<file path="src/rtl/game_ctrl_pkg.sv">
// -----------------------------------------------------------------------------
// game_ctrl_pkg
// Shared definitions for the memory-game control unit: state encodings
// (also shown on the debug LEDs) and default button-conditioning parameters.
// -----------------------------------------------------------------------------
package game_ctrl_pkg;

    localparam int ST_W = 3;

    typedef enum logic [ST_W-1:0] {
        ST_INIT   = 3'd0,
        ST_SETUP  = 3'd1,
        ST_SEQ    = 3'd2,
        ST_PLAY   = 3'd3,
        ST_CHECK  = 3'd4,
        ST_NEXT   = 3'd5,
        ST_RESULT = 3'd6
    } state_e;

    // 20 ms of stable level at 50 MHz
    localparam int DB_CNT_MAX_DEF  = 1_000_000;
    localparam int SYNC_STAGES_DEF = 2;

endpackage

</file>
<file path="src/rtl/game_controller_button_conditioner.sv">
// -----------------------------------------------------------------------------
// button_conditioner
// Turns the raw, asynchronous, active-low ENTER button into a single-cycle
// press pulse: synchronizer chain -> debounce -> falling-edge detect.
//
// Ports:
//   CLOCK_50     in   system clock
//   RESET_N      in   asynchronous active-low reset
//   btn_n_raw    in   raw button, active-low, asynchronous
//   press_pulse  out  one-cycle pulse per accepted press (1->0 on the level)
//
// Latency from a clean press to the pulse is SYNC_STAGES + DB_CNT_MAX + 1.
// -----------------------------------------------------------------------------
module button_conditioner #(
    parameter int DB_CNT_MAX  = 1_000_000,
    parameter int SYNC_STAGES = 2
) (
    input  logic CLOCK_50,
    input  logic RESET_N,
    input  logic btn_n_raw,
    output logic press_pulse
);

    localparam int NSYNC = (SYNC_STAGES < 2) ? 2 : SYNC_STAGES;
    localparam int CNT_W = $clog2(DB_CNT_MAX + 1);
    localparam logic [CNT_W-1:0] CNT_LAST = CNT_W'(DB_CNT_MAX - 1);

    logic [NSYNC-1:0] r_sync;
    logic [CNT_W-1:0] r_cnt;
    logic             r_stable;
    logic             r_stable_q;
    logic             r_pulse;
    logic             w_sync;

    assign w_sync = r_sync[NSYNC-1];

    // Sync flops reset to the released level (1) so reset never looks like a press.
    always_ff @(posedge CLOCK_50 or negedge RESET_N) begin
        if (!RESET_N) begin
            r_sync <= '1;
        end else begin
            r_sync <= {r_sync[NSYNC-2:0], btn_n_raw};
        end
    end

    // Accept a new level only after DB_CNT_MAX consecutive samples that differ
    // from the currently accepted level; any sample agreeing with it restarts.
    always_ff @(posedge CLOCK_50 or negedge RESET_N) begin
        if (!RESET_N) begin
            r_cnt    <= '0;
            r_stable <= 1'b1;
        end else if (w_sync != r_stable) begin
            if (r_cnt == CNT_LAST) begin
                r_cnt    <= '0;
                r_stable <= w_sync;
            end else begin
                r_cnt <= r_cnt + CNT_W'(1);
            end
        end else begin
            r_cnt <= '0;
        end
    end

    // Registered falling-edge detect on the accepted level.
    always_ff @(posedge CLOCK_50 or negedge RESET_N) begin
        if (!RESET_N) begin
            r_stable_q <= 1'b1;
            r_pulse    <= 1'b0;
        end else begin
            r_stable_q <= r_stable;
            r_pulse    <= r_stable_q & ~r_stable;
        end
    end

    assign press_pulse = r_pulse;

endmodule

</file>
<file path="src/rtl/game_controller.sv">
// -----------------------------------------------------------------------------
// game_controller
// Moore control FSM for the memory game. Drives the Datapath command inputs
// and reacts to its status outputs; ENTER is conditioned into a press pulse.
//
// Ports:
//   CLOCK_50, RESET_N             clock, asynchronous active-low reset
//   ENTER_N                       raw ENTER button (active-low, async)
//   end_FPGA, end_User, end_time  Datapath status
//   win, match                    Datapath status
//   R1, R2, E1..E4, SEL           Datapath commands (decoded from state only)
//   state_dbg                     current state encoding
// -----------------------------------------------------------------------------
module game_controller
    import game_ctrl_pkg::*;
#(
    parameter int DB_CNT_MAX  = DB_CNT_MAX_DEF,
    parameter int SYNC_STAGES = SYNC_STAGES_DEF
) (
    input  logic            CLOCK_50,
    input  logic            RESET_N,
    input  logic            ENTER_N,
    input  logic            end_FPGA,
    input  logic            end_User,
    input  logic            end_time,
    input  logic            win,
    input  logic            match,
    output logic            R1,
    output logic            R2,
    output logic            E1,
    output logic            E2,
    output logic            E3,
    output logic            E4,
    output logic            SEL,
    output logic [ST_W-1:0] state_dbg
);

    state_e r_state;
    state_e w_next;
    logic   w_press;

    button_conditioner #(
        .DB_CNT_MAX  (DB_CNT_MAX),
        .SYNC_STAGES (SYNC_STAGES)
    ) u_btn (
        .CLOCK_50    (CLOCK_50),
        .RESET_N     (RESET_N),
        .btn_n_raw   (ENTER_N),
        .press_pulse (w_press)
    );

    always_ff @(posedge CLOCK_50 or negedge RESET_N) begin
        if (!RESET_N) begin
            r_state <= ST_INIT;
        end else begin
            r_state <= w_next;
        end
    end

    // Next state. Press is only honoured in SETUP and RESULT.
    always_comb begin
        w_next = r_state;
        case (r_state)
            ST_INIT:   w_next = ST_SETUP;
            ST_SETUP:  if (w_press) w_next = ST_SEQ;
            ST_SEQ:    if (end_FPGA) w_next = ST_PLAY;
            ST_PLAY: begin
                // Timeout outranks everything, so a last entry arriving
                // together with expiry still loses.
                if (end_time)      w_next = ST_RESULT;
                else if (!match)   w_next = ST_RESULT;
                else if (end_User) w_next = ST_CHECK;
            end
            // win is looked at one cycle after end_User so Datapath can settle it.
            ST_CHECK:  w_next = win ? ST_RESULT : ST_NEXT;
            ST_NEXT:   w_next = ST_SEQ;
            ST_RESULT: if (w_press) w_next = ST_INIT;
            default:   w_next = ST_INIT;
        endcase
    end

    // Output decode from the state register only.
    always_comb begin
        R1  = 1'b0;
        R2  = 1'b0;
        E1  = 1'b0;
        E2  = 1'b0;
        E3  = 1'b0;
        E4  = 1'b0;
        SEL = 1'b0;
        case (r_state)
            ST_SETUP:  E1 = 1'b1;
            ST_SEQ:    E2 = 1'b1;
            ST_PLAY:   E3 = 1'b1;
            ST_CHECK:  ;
            ST_NEXT: begin
                E4 = 1'b1;
                R2 = 1'b1;
            end
            ST_RESULT: SEL = 1'b1;
            default: begin
                // INIT and the unused encoding
                R1 = 1'b1;
                R2 = 1'b1;
            end
        endcase
    end

    assign state_dbg = r_state;

endmodule

</file>
<file path="config.mk">
export PLATFORM = sky130hd
export DESIGN_NAME = game_controller
export DESIGN_NICKNAME = d
export VERILOG_FILES = /design/src/rtl/game_ctrl_pkg.sv /design/src/rtl/game_controller_button_conditioner.sv /design/src/rtl/game_controller.sv
export SDC_FILE = /design/constraint.sdc
export NUM_CORES = 1
export LEC_CHECK = 0
export ABC_AREA = 1
export BUFFER_PORTS_ARGS = -buffer_cell sky130_fd_sc_hd__buf_2
export CORE_MARGIN = 3
export CORE_UTILIZATION = 40
export CTS_CLUSTER_DIAMETER = 120
export CTS_CLUSTER_SIZE = 12
export DETAILED_ROUTE_END_ITERATION = 6
export GPL_ROUTABILITY_DRIVEN = 0
export PLACE_DENSITY = 0.62
export SYNTH_ARGS = -nofsm -noshare
export SYNTH_HDL_FRONTEND = slang
export SYNTH_SLANG_ARGS = --single-unit
</file>
<file path="constraint.sdc">
create_clock -name CLOCK_50 -period 1.7 [get_ports CLOCK_50]
set_clock_uncertainty 0.15 [all_clocks]
set_input_delay 0.34 -clock CLOCK_50 [delete_from_list [all_inputs] [get_ports CLOCK_50]]
set_output_delay 0.34 -clock CLOCK_50 [all_outputs]
set_load 0.1 [all_outputs]
</file>
### Word level (Yosys, flattened, before mapping)

Cells that the tools add are included.

| storage, ports and cells | value |
|---|---|
| register bits | 28 |
| bits of input ports | 8 |
| output and inout port bits | 10 |
| word-level logic and storage cells | 43 |

| cells by class | value |
|---|---|
| add/sub/neg operators | 1 |
| equal/unequal tests | 12 |
| mux-type cells | 17 |
| bitwise operators | 2 |
| reduce and logical (&&, ||, !) cells | 5 |

Operators by type and width:

| cell | count |
|---|---|
| 20-bit two-way mux | 2 |
| 3-bit case mux with 7 select lines | 1 |
| 20-bit by 1-bit adder with 20-bit output, second input constant | 1 |
| 20-bit == test, second input constant | 1 |
| 3-bit two-way mux | 6 |
| 3-bit == test, second input constant | 3 |
| 1-bit two-way mux | 7 |
| 3-bit by 2-bit == test with 1-bit output, second input constant | 2 |
| 6-bit OR reduction | 1 |
| 5-bit OR reduction | 1 |
| 2-bit by 1-bit inequality test with 1-bit output, second input constant | 2 |
| 4-bit inequality test, second input constant | 1 |
| 4-bit AND reduction | 1 |
| 3-bit by 1-bit == test with 1-bit output, second input constant | 1 |
| 3-bit logical NOT | 1 |
| 2-bit two-way mux | 1 |
| 2-bit inequality test, second input constant | 1 |
| 2-bit AND reduction | 1 |
| 1-bit AND | 1 |
| 1-bit inequality test | 1 |
| 1-bit inverter | 1 |

### Depth between registers and ports, before layout

Gate-level depths: netlist of the first run.

| logic depth | value |
|---|---|
| depth in word-level cells | 4 |
| depth in mapped cells | 9 |
| gate-level depth less buffers | 9 |

### Hierarchy

From an unflattened synthesis of the first run, not the netlist that was laid out.

| unflattened totals | value |
|---|---|
| cell total of the unflattened synthesis | 219 |
| area total of the unflattened synthesis | 1656.6 um^2 |

Modules (own cells, without submodules):

| module | instances | cells an instance | area each (um^2) | seq. area each (um^2) |
|---|---|---|---|---|
| button_conditioner | 1 | 165 | 1347.5 | 630.6 |
| game_controller | 1 | 54 | 309.0 | 75.1 |

### Least setup slack after synthesis of the first run

OpenSTA, ideal clock, no wires.

| timing path | value |
|---|---|
| path type | register to register |
| start point | register r_state[2] (netlist: state_dbg[2]) |
| end point | register r_state[0] (netlist: state_dbg[0]) |
| data arrival time | 2.948 ns |
| required time | 1.430 ns |
| slack | -1.519 ns |
| cell stages (with the launch flop) | 8 |
| path buffers | 0 |
| period minus slack after synthesis | 3.219 ns |
| path through | dfrtp_1 > nand2_1 > nor2_1 > o21ai_2 > inv_1 > nor2_1 > nand2_1 > nand2_1 |

| on the way | value |
|---|---|
| word-level cells in the longest chain between the ends | 3 |
| elaborated cells between the ends (all ways) | 13 |
| classes of those cells | eq/ne (10); mux (1); reduce/logical (2) |

Ends and longest elaborated chain:

| item | line | text |
|---|---|---|
| from (decl) | game_controller.sv:38 | `state_e r_state;` |
| from (signal assigned) | game_controller.sv:56 | `r_state <= w_next;` |
| 3-bit by 2-bit == test with 1-bit output (tied with other cells) | game_controller.sv:63 | `case (r_state)` |
| 4-bit inequality test (no source line) (tied with other cells) | - |  |
| 4-bit AND reduction (no source line) | - |  |

Parallel ways exist; a longest one is shown, timed or not.
A chain may end at the register's enable or synchronous reset.

### Worst setup path in the final report of the first run

| timing path | value |
|---|---|
| start point | register r_state[0] (netlist: state_dbg[0]) |
| end point | output port R1 |

| on the way | value |
|---|---|
| word-level cells in the longest chain between the ends | 3 |
| elaborated cells between the ends (all ways) | 8 |
| classes of those cells | eq/ne (6); mux (1); reduce/logical (1) |

Ends and longest elaborated chain:

| item | line | text |
|---|---|---|
| 3-bit == test (tied with other cells) | game_controller.sv:91 | `case (r_state)` |
| 6-bit OR reduction (no source line) (*) | - |  |
| 1-bit two-way mux (*) | game_controller.sv:91 |  |
| to (decl) | game_controller.sv:28 | `output logic R1,` |

Mark *: on every way between the ends. The rest lies on a longest branch, timed or not.

==> results of run 1 <==
## worst paths after layout
kind                       cells after the start         endpoint  slack, ns
setup / recovery                               4               R1      -0.09
hold / removal                                 0  u_btn.r_sync[1]       0.21
setup reg to reg                               9     state_dbg[1]       0.10
hold reg to reg                                0  u_btn.r_sync[1]       0.21
max in group asynchronous                      2     state_dbg[2]       0.50
min in group asynchronous                      2   u_btn.r_cnt[3]       0.44
## placed cells by master, fill, tap and decap left out, types with 3 or more instances in the layout
cell,instances
nor2_1,44
nand3_1,14
buf_6,4
nand4_1,4
clkbuf_8,4
dfstp_2,4
a21oi_1,4
nand2_4,6
nand2_1,39
dfrtp_1,21
o21ai_1,4
nor2_4,11
nor2_2,4
xnor2_1,5
buf_4,9
xor2_1,5
nand2_2,6
buf_12,12
inv_1,21
dfrtp_4,3
nand3_2,4
buf_2,7
## sequential cells by signal, summed over array words and instances (netlist names)
| signal | flops |
|---|---|
| u_btn.r_cnt | 20 |
| state_dbg | 3 |
| u_btn.r_sync | 2 |
| u_btn.press_pulse | 1 |
| u_btn.r_stable | 1 |
| u_btn.r_stable_q | 1 |
## metrics by stage
stage | worst slack [ns] | std cells | setup TNS (ns) | hold slack, ns | utilization (%)
floorplan | -0.230 | 218 | -1.69 | -0.106 | -
global placement | 0.130 | 283 | 0 | 0.199 | 54.1
detailed placement | 0.117 | 283 | 0 | 0.200 | 54.1
CTS | -0.0935 | 302 | -0.533 | 0.00209 | 59.9
global route | -0.159 | 303 | -0.901 | 0.215 | 60.2
finish | -0.0860 | 303 | -0.452 | 0.212 | 60.2
## where the power goes
group | switching (mW) | internal (mW)
Clock | 0.204 | 0.207
Sequential | 0.0898 | 0.734
Combinational | 1.36 | 0.892
Total | 1.65 | 1.83
## synth_stat cells, drive strengths merged (2+ instances only)
master  number
a21oi        6
dfrtp       24
dfstp        4
inv         27
nand2       51
nand3       18
nand4        4
nor2        59
nor3         3
o21ai        7
o21bai       2
xnor2        5
xor2         5
## metal layers
metal | vias up | part of all wire (%)
met5 | - | 0
met4 | 0 | 0.80
met3 | 4 | 3.6
met2 | 24 | 46
met1 | 659 | 49
li1 | 754 | -
## worst max-delay path, cell delays in order (launching register included)
cell and delay, ns:
dfrtp_4 0.54, inv_4 0.09, nand2_4 0.07, a21oi_4 0.15, buf_12 0.19
## cell type report
cell class / instances / share of cell area (%)
Inverter: 27 / 5.03
Clock buffer: 4 / 2.41
Tap cell: 48 / 2.62
Multi-Input combinational cell: 162 / 40.8
Timing Repair Buffer: 34 / 17.8
Sequential cell: 28 / 31.3
## repair_timing
| item | 4_1_cts | 5_1_grt |
|---|---|---|
| pin swaps | 5 | 1 |
| setup buffers | 14 | 0 |
| hold buffers | 1 | 1 |
| gates resized for setup | 7 | 1 |
| setup endpoints to repair | 7 | 11 |
| endpoints found under the hold margin | 24 | 1 |
## logic make-up after synthesis
kind of cell	Yosys count	share of synthesized area [%]
DFF	28	42.9
xor gates and xnor gates	10	5.33
adders and majority gates	1	0.761
and+or+nand+nor	136	39.5
buffers and inverters	28	6.39
AOI/OAI and AO/OA	15	5.10
==> impl_metrics.ini, run 1 <==
[floorplanning]
dieHeight_um = 70.1
core-area_um2 = 3800
boundaryPins = 18
die_w_um = 70.1
rows = 22
die-area_um2 = 4920
initial_core_util_pct = 43.3

[logic_synthesis]
yosys_warnings = 0
ys_seq_area_share_pct = 42.9
synth.area.top_cells = dfrtp_1, nor2_1, nand2_1
synthArstFlopShare_pct = 100
synth_seq_cells = 28
syn_area_per_cell_um2 = 7.54
synth-main-ff-cell = dfrtp_1
ys_types = 25
synth.largest_area_cell = dfrtp_1
yosysTopAreaCellShare_pct = 36.5
syn-cell-area_um2 = 1640
synth-edff-count = 0
synth_fp_nets = 227
syn-instance-count = 218

[global_routing]
gr-usage-met3_pct = 2.59
gr-usage-all-layers_pct = 16.1
grt.met1_usage_pct = 23.8
antenna_found_initial = 0
grtUsageMet2_pct = 24.7
grt_overflow = 0
grt_pass1_vias = 1353
grt_first_pass_wirelength_mm = 6.39
grt-busiest-layer = met2
grt_max_degree = 29

[finish]
area_delta_synth_final_pct = 39.2
final_area_um2 = 2290
drive_above_1_share_pct = 32.9
multi_input_area_um2 = 933
regArea_um2 = 717
n_fill_cell = 333
n_antenna_cell = 0
nets = 265

[timing]
worstMarginPinSlew_ns = 0.597
rsz0062_at_grt = true
relSlewSlack_pct = 60.2
hold_violations = 0
final.period_utilization_pct = 105
worst_slack_ns = -0.0860
slew_violations = 0
setup_viol = 7
fin_crit_ns = 1.79
fmax_ghz = 0.560

[critical_path]
required_ns = 1.21
reg2reg_from = state_dbg[0]
worstPathMaxFanout = 6
worstSetupPathType = reg -> out
cp-end-kind = primary output
cp-start-kind = flop
startpoint = state_dbg[0]
cp.arrival_ns = 1.30

[flow_run]
maxCapViolCount = 0

[hold_path]
hold_start = u_btn.r_sync[0]
hp-class = reg -> reg

[placement]
post_dp_cell_area_um2 = 2060
hpwl_mm = 2.81
portBuffers = 17

[detailed_routing]
wire_per_inst_um = 12.0
via_per_inst = 4.76
wl_mm = 3.65
dr.pass1.iters = 4
ant_nets = 0
vias = 1441
drc_errors = 0
drtIter0Drc = 68

[clock_tree]
h-tree-depth = 1
cts_tree = built
path_clk_slew_ns = 0.09
clock_sinks = 28
clock_path_buffers = 2
clk_latency_ns = 0.28
root_buffer = clkbuf_8
cts_buffers = 3

[pwr]
leakage_nw = 1.02
ir_drop_v = 0.000642
finalPower_mw = 3.48
power_density_nw_per_um2 = 1520

[outcome]
violations = setup timing
status = finished with violations
No activity file was read; power rests on OpenSTA's default activity.
==> inputs of run 2 (changes only) <==
--- a/config.mk
+++ b/config.mk
@@ -5,7 +5,6 @@
 export SDC_FILE = /design/constraint.sdc
 export NUM_CORES = 1
 export LEC_CHECK = 0
-export ABC_AREA = 1
 export BUFFER_PORTS_ARGS = -buffer_cell sky130_fd_sc_hd__buf_2
 export CORE_MARGIN = 3
 export CORE_UTILIZATION = 40
@@ -13,7 +12,7 @@
 export CTS_CLUSTER_SIZE = 12
 export DETAILED_ROUTE_END_ITERATION = 6
 export GPL_ROUTABILITY_DRIVEN = 0
-export PLACE_DENSITY = 0.62
+export PLACE_DENSITY = 0.63
 export SYNTH_ARGS = -nofsm -noshare
 export SYNTH_HDL_FRONTEND = slang
 export SYNTH_SLANG_ARGS = --single-unit
==> run 2 against run 1 <==
Effect of this change:
- the flow still finishes with violations (setup timing)
- non-clock buffer count grew 14
- clock-buffer cell count is the same
- fmax shrank 11%
- global-route usage grew 0.49 points
- clock power shrank 24%
- die area shrank 12%
- critical endpoint unchanged
- largest cell class unchanged
- highest routed layer unchanged
==> impl_metrics.ini, run 2 <==
[logic_synthesis]
synth-simple-area-share_pct = 28.7
ys_types = 35
synth.largest_area_cell = dfrtp_1
synth_compound_area_share_pct = 8.16
synthArstFlopShare_pct = 100
synth-edff-count = 0
synth_xor_area_share_pct = 8.60
synthAdderAreaFrac_pct = 0.877
yosysTopAreaCellShare_pct = 42.1
synthTopCellsByCount = dfrtp_1, nor2_1, xor2_1, nand2_1
synth_top_family_by_area = simple AND/OR/NAND/NOR gates
syn_area_per_cell_um2 = 9.77
yosys_warnings = 0
synth_fp_nets = 155
synthMuxAreaShare_pct = 0.789
synth.area.top_cells = dfrtp_1, dfstp_2, xor2_1
synth_seq_cells = 28
yosysMostFrequentCell = dfrtp_1
synth-main-ff-cell = dfrtp_1
syn-cell-area_um2 = 1430
syn-instance-count = 146
ys_seq_area_share_pct = 49.5

[finish]
final_common_cell = buf_4
largest_reg_flops = 20
final_util_pct = 66.0
nets = 201
n_antenna_cell = 0
drive_above_1_share_pct = 51.3
fin_cells = 237
max_flop_register = u_btn.r_cnt
area_delta_synth_final_pct = 56.9
final_cell_mix = buf_4, dfrtp_1, xor2_1

[pwr]
ir_drop_v = 0.000606
power_density_nw_per_um2 = 1430
leakage_nw = 0.945

[clock_tree]
clock_path_buffers = 2
root_buffer = clkbuf_4
clk_latency_ns = 0.32
cts_tree = built
h-tree-depth = 1
clock_sinks = 28
path_clk_slew_ns = 0.13
cts_buffers = 3

[critical_path]
cp-end-kind = primary output
worstSetupPathType = reg -> out
path_cells = or3_4 -> nand2_8 -> buf_12
reg2reg_from = u_btn.r_cnt[9]
worstPathMaxFanout = 2
required_ns = 1.21
startpoint = state_dbg[2]
cp_slowest_stage_delay_ns = 0.50
cp.arrival_ns = 1.53
cp_slowest_cell = dfrtp_4
cp-start-kind = flop

[hold_path]
hp-class = in -> reg
hold_start = end_FPGA

[timing]
setup_viol = 29
fin_crit_ns = 2.02
fmax_ghz = 0.496
worstMarginPinSlew_ns = 0.604
rsz0062_at_grt = true
slew_violations = 0
worst_slack_ns = -0.315
setup_tns_ns = -4.73
final.period_utilization_pct = 119
hold_violations = 0
relSlewSlack_pct = 59.7

[floorplanning]
core-area_um2 = 3390
die_w_um = 65.7
initial_core_util_pct = 42.1
rows = 21
dieHeight_um = 65.7
die-area_um2 = 4320
boundaryPins = 18

[detailed_routing]
vias = 1283
ant_nets = 0
wire_per_inst_um = 15.1
drc_errors = 0
wl_mm = 3.59
dr.pass1.iters = 4
drtIter0Drc = 72
via_per_inst = 5.41

[global_routing]
gr-usage-all-layers_pct = 16.6
grt_overflow = 0
grt_pass1_vias = 1196
antenna_found_initial = 0
grt_first_pass_wirelength_mm = 5.55
grt_max_degree = 29

[outcome]
status = finished with violations
violations = setup timing

[flow_run]
maxCapViolCount = 0

[placement]
hpwl_mm = 2.26
pre_cts_ws_ns = -0.0622
portBuffers = 17
dp_cells = 218
run 2: cell count changes after synthesis, moves of 6 or more:
cell     previous run  this run
inv_1              24         3
nor2_1             49        21
nor2_4              6         0
xor2_1              5        12
nand3_1            16         8
nand2_2             6         0
nand2_1            43         9
run 2: path summary, 6_finish.rpt:
kind	endpoint	slack (ns)	cells past startpoint
min in group asynchronous	u_btn.r_cnt[1]	0.39	2
min	state_dbg[0]	0.16	3
min reg2reg	u_btn.r_sync[1]	0.22	0
max	R1	-0.32	3
max in group asynchronous	state_dbg[2]	0.55	2
max reg2reg	u_btn.r_cnt[5]	-0.17	5
run 2: routing by layer:
metal	track usage [%]	part of all wire (%)	vias to the layer above
met5	0	0	-
li1	-	-	611
met2	28.7	54	35
met4	6.22	1.4	0
met3	2.22	3.6	8
met1	21.0	41	629
run 2: repair_timing:
item,CTS,global route
gates cloned,1,2
endpoints found under the setup margin,28,31
hold buffers,2,0
endpoints found under the hold margin,25,0
setup buffers,1,9
gates resized for setup,12,38
pin swaps,3,16
run 2: cell type report:
type | instances | area, um^2
Fill cell | 234 | 1150
Multi-Input combinational cell | 108 | 876
Sequential cell | 28 | 719
Timing Repair Buffer | 48 | 536
Tap cell | 46 | 57.6
Clock buffer | 4 | 36.3
Inverter | 3 | 13.8
run 2: kinds of logic (layout without fill, tap and decap cells):
| kind of cell | count (synthesis) | count (layout) |
|---|---|---|
| compound gates | 20 | 20 |
| mux | 1 | 1 |
| flops | 28 | 28 |
| simple gates | 72 | 72 |
| buf+inv | 10 | 55 |
| xor+xnor | 14 | 14 |
| fa+ha+maj | 1 | 1 |
run 2: through the flow:
step | hold slack (ns) | power, mW | area [um^2]
2_1_floorplan | -0.106 | 2.08 | 1560
3_3_place_gp | 0.198 | 2.61 | 1890
3_5_place_dp | 0.199 | 2.64 | 1890
4_1_cts | 0.138 | 3.16 | 2030
5_1_grt | 0.139 | 3.33 | 2240
6_report | 0.157 | 3.20 | 2240
run 2: worst max-delay path: cells and delay by family, from the launching register on:
kind,cells,cell delay [ns]
buffers and inverters,1,0.17
DFF,1,0.50
and+or+nand+nor,2,0.54
run 2: power breakdown:
| group | switching (mW) | internal [mW] | leakage (nW) |
|---|---|---|---|
| registers | 0.0424 | 0.731 | 0.363 |
| logic | 1.29 | 0.823 | 0.561 |
| clock network | 0.182 | 0.131 | 0.0210 |
==> inputs of run 3 (changes only) <==
--- a/config.mk
+++ b/config.mk
@@ -12,7 +12,9 @@
 export CTS_CLUSTER_SIZE = 12
 export DETAILED_ROUTE_END_ITERATION = 6
 export GPL_ROUTABILITY_DRIVEN = 0
+export MAX_ROUTING_LAYER = met4
 export PLACE_DENSITY = 0.63
+export SETUP_SLACK_MARGIN = 0.3
 export SYNTH_ARGS = -nofsm -noshare
 export SYNTH_HDL_FRONTEND = slang
 export SYNTH_SLANG_ARGS = --single-unit
==> run 3 against run 2 <==
Effect of this change:
- the flow still finishes with violations (setup timing)
- via count up 1.2%
- register-to-register slack improved by 0.03 ns
- clock power increased by 37%
- combinational power is 6% higher
- first-iteration DRC count down 8.3%
- non-clock buffer count rose by 2
- worst hold slack better by 0.027 ns
- critical path depth did not move
- sequential power fell by 0.8%
- fmax down 1.1%
- clock-buffer cell count is 1 lower
- highest routed layer unchanged
==> impl_metrics.ini, run 3 (synthesis gave the netlist of run 2 again) <==
[outcome]
status = finished with violations
violations = setup timing

[floorplanning]
die_w_um = 65.7
initial_core_util_pct = 42.1
dieHeight_um = 65.7
rows = 21
boundaryPins = 18
core-area_um2 = 3390
die-area_um2 = 4320

[timing]
worst_slack_ns = -0.336
relSlewSlack_pct = 59.3
final.period_utilization_pct = 120
whs_ns = 0.184
worstMarginPinSlew_ns = 0.610
hold_violations = 0
setup_viol = 30
rsz0062_at_grt = true
slew_violations = 0
fin_crit_ns = 2.04
fmax_ghz = 0.491

[critical_path]
timing.rr.end = u_btn.r_cnt[10]
r2r_slack_ns = -0.14
r2r_cells = 7
crit_end = R1
reg2reg_from = u_btn.r_cnt[8]
required_ns = 1.21
cp.arrival_ns = 1.55
worstPathMaxFanout = 2
cp-start-kind = flop
cp-end-kind = primary output
worstSetupPathType = reg -> out
startpoint = state_dbg[2]

[detailed_routing]
wl_mm = 3.77
drc_errors = 0
via_per_inst = 5.43
ant_nets = 0
wire_per_inst_um = 15.8
drtIter0Drc = 66
dr.pass1.iters = 4
vias = 1298

[placement]
post_dp_cell_area_um2 = 1900
portBuffers = 17
pre_cts_ws_ns = -0.0555
hpwl_mm = 2.22

[pwr]
power_density_nw_per_um2 = 1440
ir_drop_v = 0.000871
leakage_nw = 0.994

[hold_path]
hp-class = in -> reg

[finish]
final_area_um2 = 2390
drive_above_1_share_pct = 56.5
final_cell_mix = dfrtp_1, buf_4, buf_12
n_antenna_cell = 0
nets = 203
final_common_cell = dfrtp_1
area_delta_synth_final_pct = 67.3
largest_reg_flops = 20
n_fill_cell = 215
max_flop_register = u_btn.r_cnt

[clock_tree]
clock_sinks = 28
clock_path_buffers = 2
cts_tree = built
path_clk_slew_ns = 0.14
cts_buffers = 3
h-tree-depth = 1
root_buffer = clkbuf_4
clk_latency_ns = 0.33

[global_routing]
grt_max_degree = 29
grt_first_pass_wirelength_mm = 6.13
grtUsageMet2_pct = 33.5
grt_overflow = 0
antenna_found_initial = 0
grt-busiest-layer = met2
gr-usage-met3_pct = 2.05
gr-usage-all-layers_pct = 19.1
grt_pass1_vias = 1295
grt.met1_usage_pct = 22.7

[flow_run]
maxCapViolCount = 0
==> run 3: routing by layer <==
metal / up-vias / part of all wire (%) / wire, um
li1: 609 / - / -
met1: 642 / 40 / 1530
met2: 39 / 54 / 2050
met3: 8 / 3.0 / 112
met4: 0 / 2.1 / 79
met5: - / 0 / 0
==> run 3: what timing repair did <==
| item | 4_1_cts | 5_1_grt |
|---|---|---|
| endpoints found under the hold margin | 25 | 0 |
| pin swaps | 6 | 5 |
| gates resized for setup | 41 | 19 |
| endpoints found under the setup margin | 31 | 34 |
| hold buffers | 2 | 0 |
| buffers inserted | 14 | 2 |
| gates cloned | 3 | 0 |
==> run 3: where the power goes <==
group / switching, mW / total [mW] / internal (mW)
registers: 0.0372 / 0.768 / 0.731
logic: 1.36 / 2.24 / 0.887
clock network: 0.192 / 0.430 / 0.238
total: 1.58 / 3.44 / 1.86
==> run 3: worst min path at each step <==
stage / cells past startpoint / start / slack [ns] / end
3_3_place_gp: 0 / u_btn.r_sync[0] / 0.20 / u_btn.r_sync[1]
6_report: 3 / end_FPGA / 0.18 / state_dbg[0]
2_1_floorplan: 0 / RESET_N / -0.11 / u_btn.press_pulse
3_5_place_dp: 0 / u_btn.r_sync[0] / 0.21 / u_btn.r_sync[1]
4_1_cts: 3 / end_FPGA / 0.17 / state_dbg[0]
5_1_grt: 3 / win / 0.19 / state_dbg[1]
==> run 3: stage by stage <==
step | power [mW] | util (%) | instances | TNS (ns)
2_1_floorplan | 2.09 | - | 146 | -2.07
3_5_place_dp | 2.65 | 56.2 | 214 | -0.110
3_3_place_gp | 2.61 | 56.2 | 214 | -0.0881
5_1_grt | 3.57 | 70.4 | 239 | -5.54
6_report | 3.44 | 70.4 | 239 | -3.81
4_1_cts | 3.33 | 67.8 | 237 | -2.31
==> run 3: layout make-up <==
class	instances	area [um^2]	share of cell area [%]
Timing Repair Buffer	50	616	25.8
Inverter	3	16.3	0.682
Clock inverter	1	30.0	1.26
Tap cell	46	57.6	2.41
Clock buffer	3	22.5	0.944
Sequential cell	28	718	30.1
Multi-Input combinational cell	108	926	38.8
==> run 3: worst max-delay path, cell delays in order, from the launching register on <==
cell,delay [ns]
dfrtp_4,0.51
or3_4,0.46
nand2_8,0.08
buf_12,0.17
